$ cat config.mk
export PLATFORM = sky130hd
export DESIGN_NAME = tlbr_exc_unit
export DESIGN_NICKNAME = d
export VERILOG_FILES = /design/src/rtl/tlbr_exc_unit_pkg.sv /design/src/rtl/tlbr_save_regs.sv /design/src/rtl/tlbr_exc_unit.sv
export SDC_FILE = /design/constraint.sdc
export NUM_CORES = 1
export LEC_CHECK = 0
export BUFFER_PORTS_ARGS = -buffer_cell sky130_fd_sc_hd__buf_2
export CORE_MARGIN = 5
export CORE_UTILIZATION = 46
export CTS_CLUSTER_DIAMETER = 50
export DETAILED_ROUTE_END_ITERATION = 12
export PLACE_DENSITY_LB_ADDON = 0.08
export SLEW_MARGIN = 10
export SYNTH_ARGS = -nofsm -noshare
export SYNTH_HDL_FRONTEND = slang
export SYNTH_HIERARCHICAL = 1
export SYNTH_SLANG_ARGS = --single-unit
$ cat constraint.sdc
create_clock -name clk -period 3.1 [get_ports clk]
set_input_delay 0.31 -clock clk [delete_from_list [all_inputs] [get_ports clk]]
set_output_delay 0.31 -clock clk [all_outputs]
set_load 0.05 [all_outputs]
$ cat src/rtl/tlbr_exc_unit_pkg.sv
// Shared definitions for the TLB-refill exception unit: CSR field positions,
// FSM state encoding and the CRMD values used on handler entry and return.
package tlbr_exc_unit_pkg;

  localparam int TLBRERA_ISTLBR = 0;
  localparam int VPPN_LSB       = 13;
  localparam int ENTRY_ALIGN    = 6;

  localparam logic [1:0] ST_IDLE      = 2'd0;
  localparam logic [1:0] ST_ENTER     = 2'd1;
  localparam logic [1:0] ST_INHANDLER = 2'd2;
  localparam logic [1:0] ST_LEAVE     = 2'd3;

  typedef enum logic [1:0] {
    IDLE      = ST_IDLE,
    ENTER     = ST_ENTER,
    INHANDLER = ST_INHANDLER,
    LEAVE     = ST_LEAVE
  } state_e;

  // CRMD image on refill entry (direct address, interrupts off) and on ERTN
  localparam logic CRMD_IE_HANDLER = 1'b0;
  localparam logic CRMD_DA_HANDLER = 1'b1;
  localparam logic CRMD_PG_HANDLER = 1'b0;
  localparam logic CRMD_DA_RETURN  = 1'b0;
  localparam logic CRMD_PG_RETURN  = 1'b1;

  function automatic logic [31:0] era_pack(input logic [29:0] pc_hi, input logic is_tlbr);
    return {pc_hi, 1'b0, is_tlbr};
  endfunction

endpackage

$ cat src/rtl/tlbr_save_regs.sv
// Saved-state registers for a TLB refill: return PC with IsTLBR flag, bad
// address, VPPN and previous CRMD. Capture beats the IsTLBR clear beats a CSR write.
module tlbr_save_regs
  import tlbr_exc_unit_pkg::*;
(
  input  logic        clk,
  input  logic        rst_n,
  input  logic        capture,
  input  logic        clear_istlbr,
  input  logic        csr_wr_en,
  input  logic [31:0] csr_wr_data,
  input  logic [31:0] commit_pc,
  input  logic [31:0] commit_badv,
  input  logic [1:0]  crmd_plv,
  input  logic        crmd_ie,
  output logic [31:0] era,
  output logic [31:0] badv,
  output logic [18:0] vppn,
  output logic [2:0]  prmd
);

  logic [29:0] era_pc;
  logic        is_tlbr;

  // low PC bits and the hardwired-zero ERA bit are never stored
  logic unused_bits;
  assign unused_bits = ^{commit_pc[1:0], csr_wr_data[1]};

  always_ff @(posedge clk or negedge rst_n) begin
    if (!rst_n) begin
      era_pc  <= '0;
      is_tlbr <= 1'b0;
      badv    <= '0;
      vppn    <= '0;
      prmd    <= '0;
    end else if (capture) begin
      era_pc  <= commit_pc[31:2];
      is_tlbr <= 1'b1;
      badv    <= commit_badv;
      vppn    <= commit_badv[31:VPPN_LSB];
      prmd    <= {crmd_ie, crmd_plv};
    end else if (clear_istlbr) begin
      is_tlbr <= 1'b0;
    end else if (csr_wr_en) begin
      era_pc  <= csr_wr_data[31:2];
      is_tlbr <= csr_wr_data[TLBRERA_ISTLBR];
    end
  end

  assign era = era_pack(era_pc, is_tlbr);

endmodule

$ cat src/rtl/tlbr_exc_unit.sv
// TLB-refill exception sequencer: saves state on a refill, redirects fetch to
// TLBRENTRY, and on ERTN restores CRMD and returns to the saved PC.
//
//   state     | meaning
//   IDLE      | no refill in progress
//   ENTER     | one cycle: flush, redirect to TLBRENTRY, CRMD to handler mode
//   INHANDLER | refill handler running; waits for ERTN or a nested refill
//   LEAVE     | one cycle: flush, redirect to saved PC, CRMD restored
module tlbr_exc_unit
  import tlbr_exc_unit_pkg::*;
#(
  parameter logic [1:0] RESET_PLV = 2'd0
) (
  input  logic        clk,
  input  logic        rst_n,
  input  logic        commit_tlbr_exc,
  input  logic [31:0] commit_pc,
  input  logic [31:0] commit_badv,
  input  logic        commit_ertn,
  input  logic [31:0] TLBRENTRY,
  input  logic [1:0]  crmd_plv,
  input  logic        crmd_ie,
  input  logic        CSRWR_TLBRERA_en,
  input  logic [31:0] CSRWR_TLBRERA_data,
  output logic [31:0] TLBRERA,
  output logic [31:0] TLBRBADV,
  output logic [18:0] TLBREHI_VPPN,
  output logic [2:0]  TLBRPRMD,
  output logic        crmd_wr_en,
  output logic [1:0]  crmd_wr_plv,
  output logic        crmd_wr_ie,
  output logic        crmd_wr_da,
  output logic        crmd_wr_pg,
  output logic        redirect_valid,
  output logic [31:0] redirect_pc,
  output logic        flush
);

  state_e state, state_next;
  logic   capture;
  logic   clear_istlbr;

  logic unused_entry_bits;
  assign unused_entry_bits = ^TLBRENTRY[ENTRY_ALIGN-1:0];

  // commit is flushed during ENTER/LEAVE, so pulses there are not accepted
  assign capture      = commit_tlbr_exc && (state == IDLE || state == INHANDLER);
  assign clear_istlbr = (state == LEAVE);

  tlbr_save_regs u_save_regs (
    .clk          (clk),
    .rst_n        (rst_n),
    .capture      (capture),
    .clear_istlbr (clear_istlbr),
    .csr_wr_en    (CSRWR_TLBRERA_en),
    .csr_wr_data  (CSRWR_TLBRERA_data),
    .commit_pc    (commit_pc),
    .commit_badv  (commit_badv),
    .crmd_plv     (crmd_plv),
    .crmd_ie      (crmd_ie),
    .era          (TLBRERA),
    .badv         (TLBRBADV),
    .vppn         (TLBREHI_VPPN),
    .prmd         (TLBRPRMD)
  );

  always_ff @(posedge clk or negedge rst_n) begin
    if (!rst_n) begin
      state <= IDLE;
    end else begin
      state <= state_next;
    end
  end

  always_comb begin
    state_next = state;
    unique case (state)
      IDLE: begin
        if (commit_tlbr_exc) state_next = ENTER;
      end
      ENTER: begin
        state_next = INHANDLER;
      end
      INHANDLER: begin
        if (commit_tlbr_exc)  state_next = ENTER;
        else if (commit_ertn) state_next = LEAVE;
      end
      LEAVE: begin
        state_next = IDLE;
      end
      default: state_next = IDLE;
    endcase
  end

  always_comb begin
    redirect_valid = 1'b0;
    redirect_pc    = '0;
    flush          = 1'b0;
    crmd_wr_en     = 1'b0;
    crmd_wr_plv    = RESET_PLV;
    crmd_wr_ie     = 1'b0;
    crmd_wr_da     = 1'b0;
    crmd_wr_pg     = 1'b0;
    unique case (state)
      ENTER: begin
        redirect_valid = 1'b1;
        redirect_pc    = {TLBRENTRY[31:ENTRY_ALIGN], {ENTRY_ALIGN{1'b0}}};
        flush          = 1'b1;
        crmd_wr_en     = 1'b1;
        crmd_wr_plv    = RESET_PLV;
        crmd_wr_ie     = CRMD_IE_HANDLER;
        crmd_wr_da     = CRMD_DA_HANDLER;
        crmd_wr_pg     = CRMD_PG_HANDLER;
      end
      LEAVE: begin
        redirect_valid = 1'b1;
        redirect_pc    = {TLBRERA[31:2], 2'b00};
        flush          = 1'b1;
        crmd_wr_en     = 1'b1;
        crmd_wr_plv    = TLBRPRMD[1:0];
        crmd_wr_ie     = TLBRPRMD[2];
        crmd_wr_da     = CRMD_DA_RETURN;
        crmd_wr_pg     = CRMD_PG_RETURN;
      end
      default: ;
    endcase
  end

endmodule

==> key figures <==
Global route
  – Largest net degree at the start of global routing: 82
  – Vias in the first global route: 3466
  – Gr usage total: 20.4%
  – Antenna violations before repair: 1
  – GRT overflow: 0
  – Global-route wire length before repair: 18100 um

Yosys
  – Yosys warns: 6
  – Seq/Total Area, Yosys: 41.8%
  – Post-synth EDFFs: 0
  – Synth top cells by count: dfrtp_1 (68), mux2_4 (35), inv_1 (30), nand2_1 (30), nand4bb_1 (30)
  – Synthesized instance count: 351
  – Avg Cell Area, Syn: 11.6 um^2
  – Synth Cell Area: 4070 um^2
  – Cell accounting for the most synthesized area: dfrtp_1
  – Fraction of registers with async set/reset: 100%
  – Largest family of logic cells by synthesized area: multiplexers
  – Simple-Gate Fraction of Synth Area: 17.0%
  – Most frequent cell after synthesis: dfrtp_1
  – Cell variety after synth: 23
  – Xor and xnor fraction of the mapped netlist area: 0%
  – Mux cell area share after synthesis: 19.6%
  – FF+latch count, synth: 68
  – Adder-cell share of the synthesized area: 0%
  – Area share of the largest cell type after synthesis: 41.8%
  – Synth Area in Compound Gates: 7.69%
  – Ys flop type: dfrtp_1
  – Main area contributors after synthesis: dfrtp_1 (42%), mux2_4 (13%), nand4bb_1 (8.3%)

Finish
  – Util after Layout: 61.6%
  – Area grow syn2layout: 31.4%
  – Register Area: 1700 um^2
  – Final instance area: 5340 um^2
  – Multi-input logic area: 1820 um^2
  – Share of layout cells above drive strength 1: 55.5%
  – Fill cells: 764
  – Post-layout net count: 700

Drt
  – WL/cell: 16.9 um
  – DRT Wirelength: 11500 um
  – 1st-pass router iterations: 4
  – Vias per inst: 4.98
  – DRC violations left: 0
  – Total number of vias: 3374
  – Post-route ant nets: 0
  – DRT iter0 DRCs: 128

Power
  – Pleak: 0.00284 uW
  – Pwr Density: 891 nW/um^2
  – Power Total: 4760 uW
  – Peak supply drop: 348 uV

Placed design
  – DP Area: 5110 um^2
  – GPL Wtd Cong: 0.732
  – Port-buffer cells: 249
  – Final HPWL DP: 8390 um

Floorplanning
  – I/O pins: 262
  – Die height: 104 um
  – Core area: 8680 um^2
  – Row cnt: 34
  – Starting Density: 46.9%
  – Die Wd: 104 um
  – Die Footprint: 10800 um^2

Worst setup path
  – Setup crit start kind: flop
  – Arr. time, crit path: 1740 ps
  – Largest fanout on the critical path: 36
  – Slowest cell on crit path: buf_4
  – Setup CP Type: reg2out
  – CP Buf/Inv Count: 2
  – Crit end category: output port
  – CP delay by family, top: buffers and inverters
  – Critical path data required time: 2790 ps
  – Crit-path cells: buf_4 -> mux2i_1 -> nor2b_1 -> buf_2
  – Critical Path Max Stage Delay: 470 ps

STA
  – Final setup violation count: 0
  – Final Hold Vio Count: 0
  – WHS: 115 ps
  – Max Slew Vio Count: 0
  – Fmax: 0.488 GHz
  – Clock skew: 9.44 ps
  – Final min period: 2050 ps
  – RSZ-0062 raised after global routing: false
  – Final worst path period share: 66.2%
  – Total negative setup slack: 0 ps
  – Slew HR: 34.6%
  – Slew @ Worst Pin: 981 ps

Hold path
  – Hold WC Path Type: in2async

Clocking
  – Clock tree sinks: 68
  – CTS tree: built
  – Worst-Skew Late Latency: 330 ps
  – Maximum clock path buffer count: 2
  – Root buffer cell: clkbuf_8
  – Setup bufs post-CTS: 0
  – Clock Pin Slew Worst Setup and Hold Paths: 90 ps
  – # resized after CTS: 0
  – CTS buffer count: 9
  – # H-tree levels: 3
  – Hold_buf cts: 0

Flow run
  – # Max-Cap Violations: 0

Status
  – Status: finished clean
==> cells in the final DEF, fill, tap and decap left out, drive strengths merged, types with 2 or more instances in the layout <==
cell	instances
mux2	35
mux2i	27
o311ai	30
clkbuf	10
nor2b	28
buf	258
and3	7
dfrtp	68
nand4bb	30
nor2	2
inv	33
conb	3
bufinv	2
nand2	30
==> power by group <==
part	internal (uW)	total (uW)	switching (uW)
Clock	484	845	362
Combinational	750	2650	1900
Sequential	1110	1260	157
Total	2340	4760	2420
==> final cells by class <==
| cell class | count | area share, % |
|---|---|---|
| Antenna cell | 1 | 0.0468 |
| Clock buffer | 10 | 2.58 |
| Clock inverter | 6 | 1.76 |
| Inverter | 30 | 2.11 |
| Multi-Input combinational cell | 197 | 34.1 |
| Sequential cell | 68 | 31.9 |
| Tap cell | 108 | 2.53 |
| Timing Repair Buffer | 258 | 25.1 |
==> worst reg2reg max path: stages, from the launching register on <==
cell and delay, ps:
dfrtp_1 380, buf_4 250, nor2b_4 220, buf_12 350, mux2_4 380
==> cells by family after synthesis <==
group                  Yosys count
and+or+nand+nor                 99
buffers and inverters           87
DFF                             68
muxes                           62
AOI/OAI and AO/OA               33
other                            2
==> metal layers <==
layer | GRT usage, % | wire [um] | up-vias
met1 | 25.0 | 4850 | 1587
li1 | - | - | 1624
met3 | 5.96 | 847 | 13
met5 | 0 | 0 | -
met4 | 5.92 | 193 | 0
met2 | 34.9 | 5590 | 150
==> stage by stage <==
step | worst slack, ps | std cells
floorplan | 1310 | 352
global placement | 1420 | 661
detailed placement | 1400 | 661
CTS | 1030 | 677
global route | 891 | 678
finish | 1050 | 678
==> sequential cells by signal (all words and copies together) (netlist names) <==
name / cells
u_save_regs/badv: 32
u_save_regs/prmd: 3
u_save_regs/is_tlbr: 1
state: 2
u_save_regs/era_pc: 30
==> final timing paths <==
kind / start / endpoint / slack [ps] / cells after the start
setup / recovery: state[1] / redirect_pc[18] / 1050 / 4
hold / removal: rst_n / u_save_regs/badv[19] / 120 / 1
setup reg to reg: state[0] / u_save_regs/badv[7] / 1430 / 4
hold reg to reg: u_save_regs/badv[1] / u_save_regs/badv[1] / 510 / 1
max in group asynchronous: rst_n / u_save_regs/era_pc[13] / 2190 / 2
min in group clk: commit_pc[12] / u_save_regs/era_pc[10] / 200 / 3
Note: power is estimated with default switching activity, not from simulation.
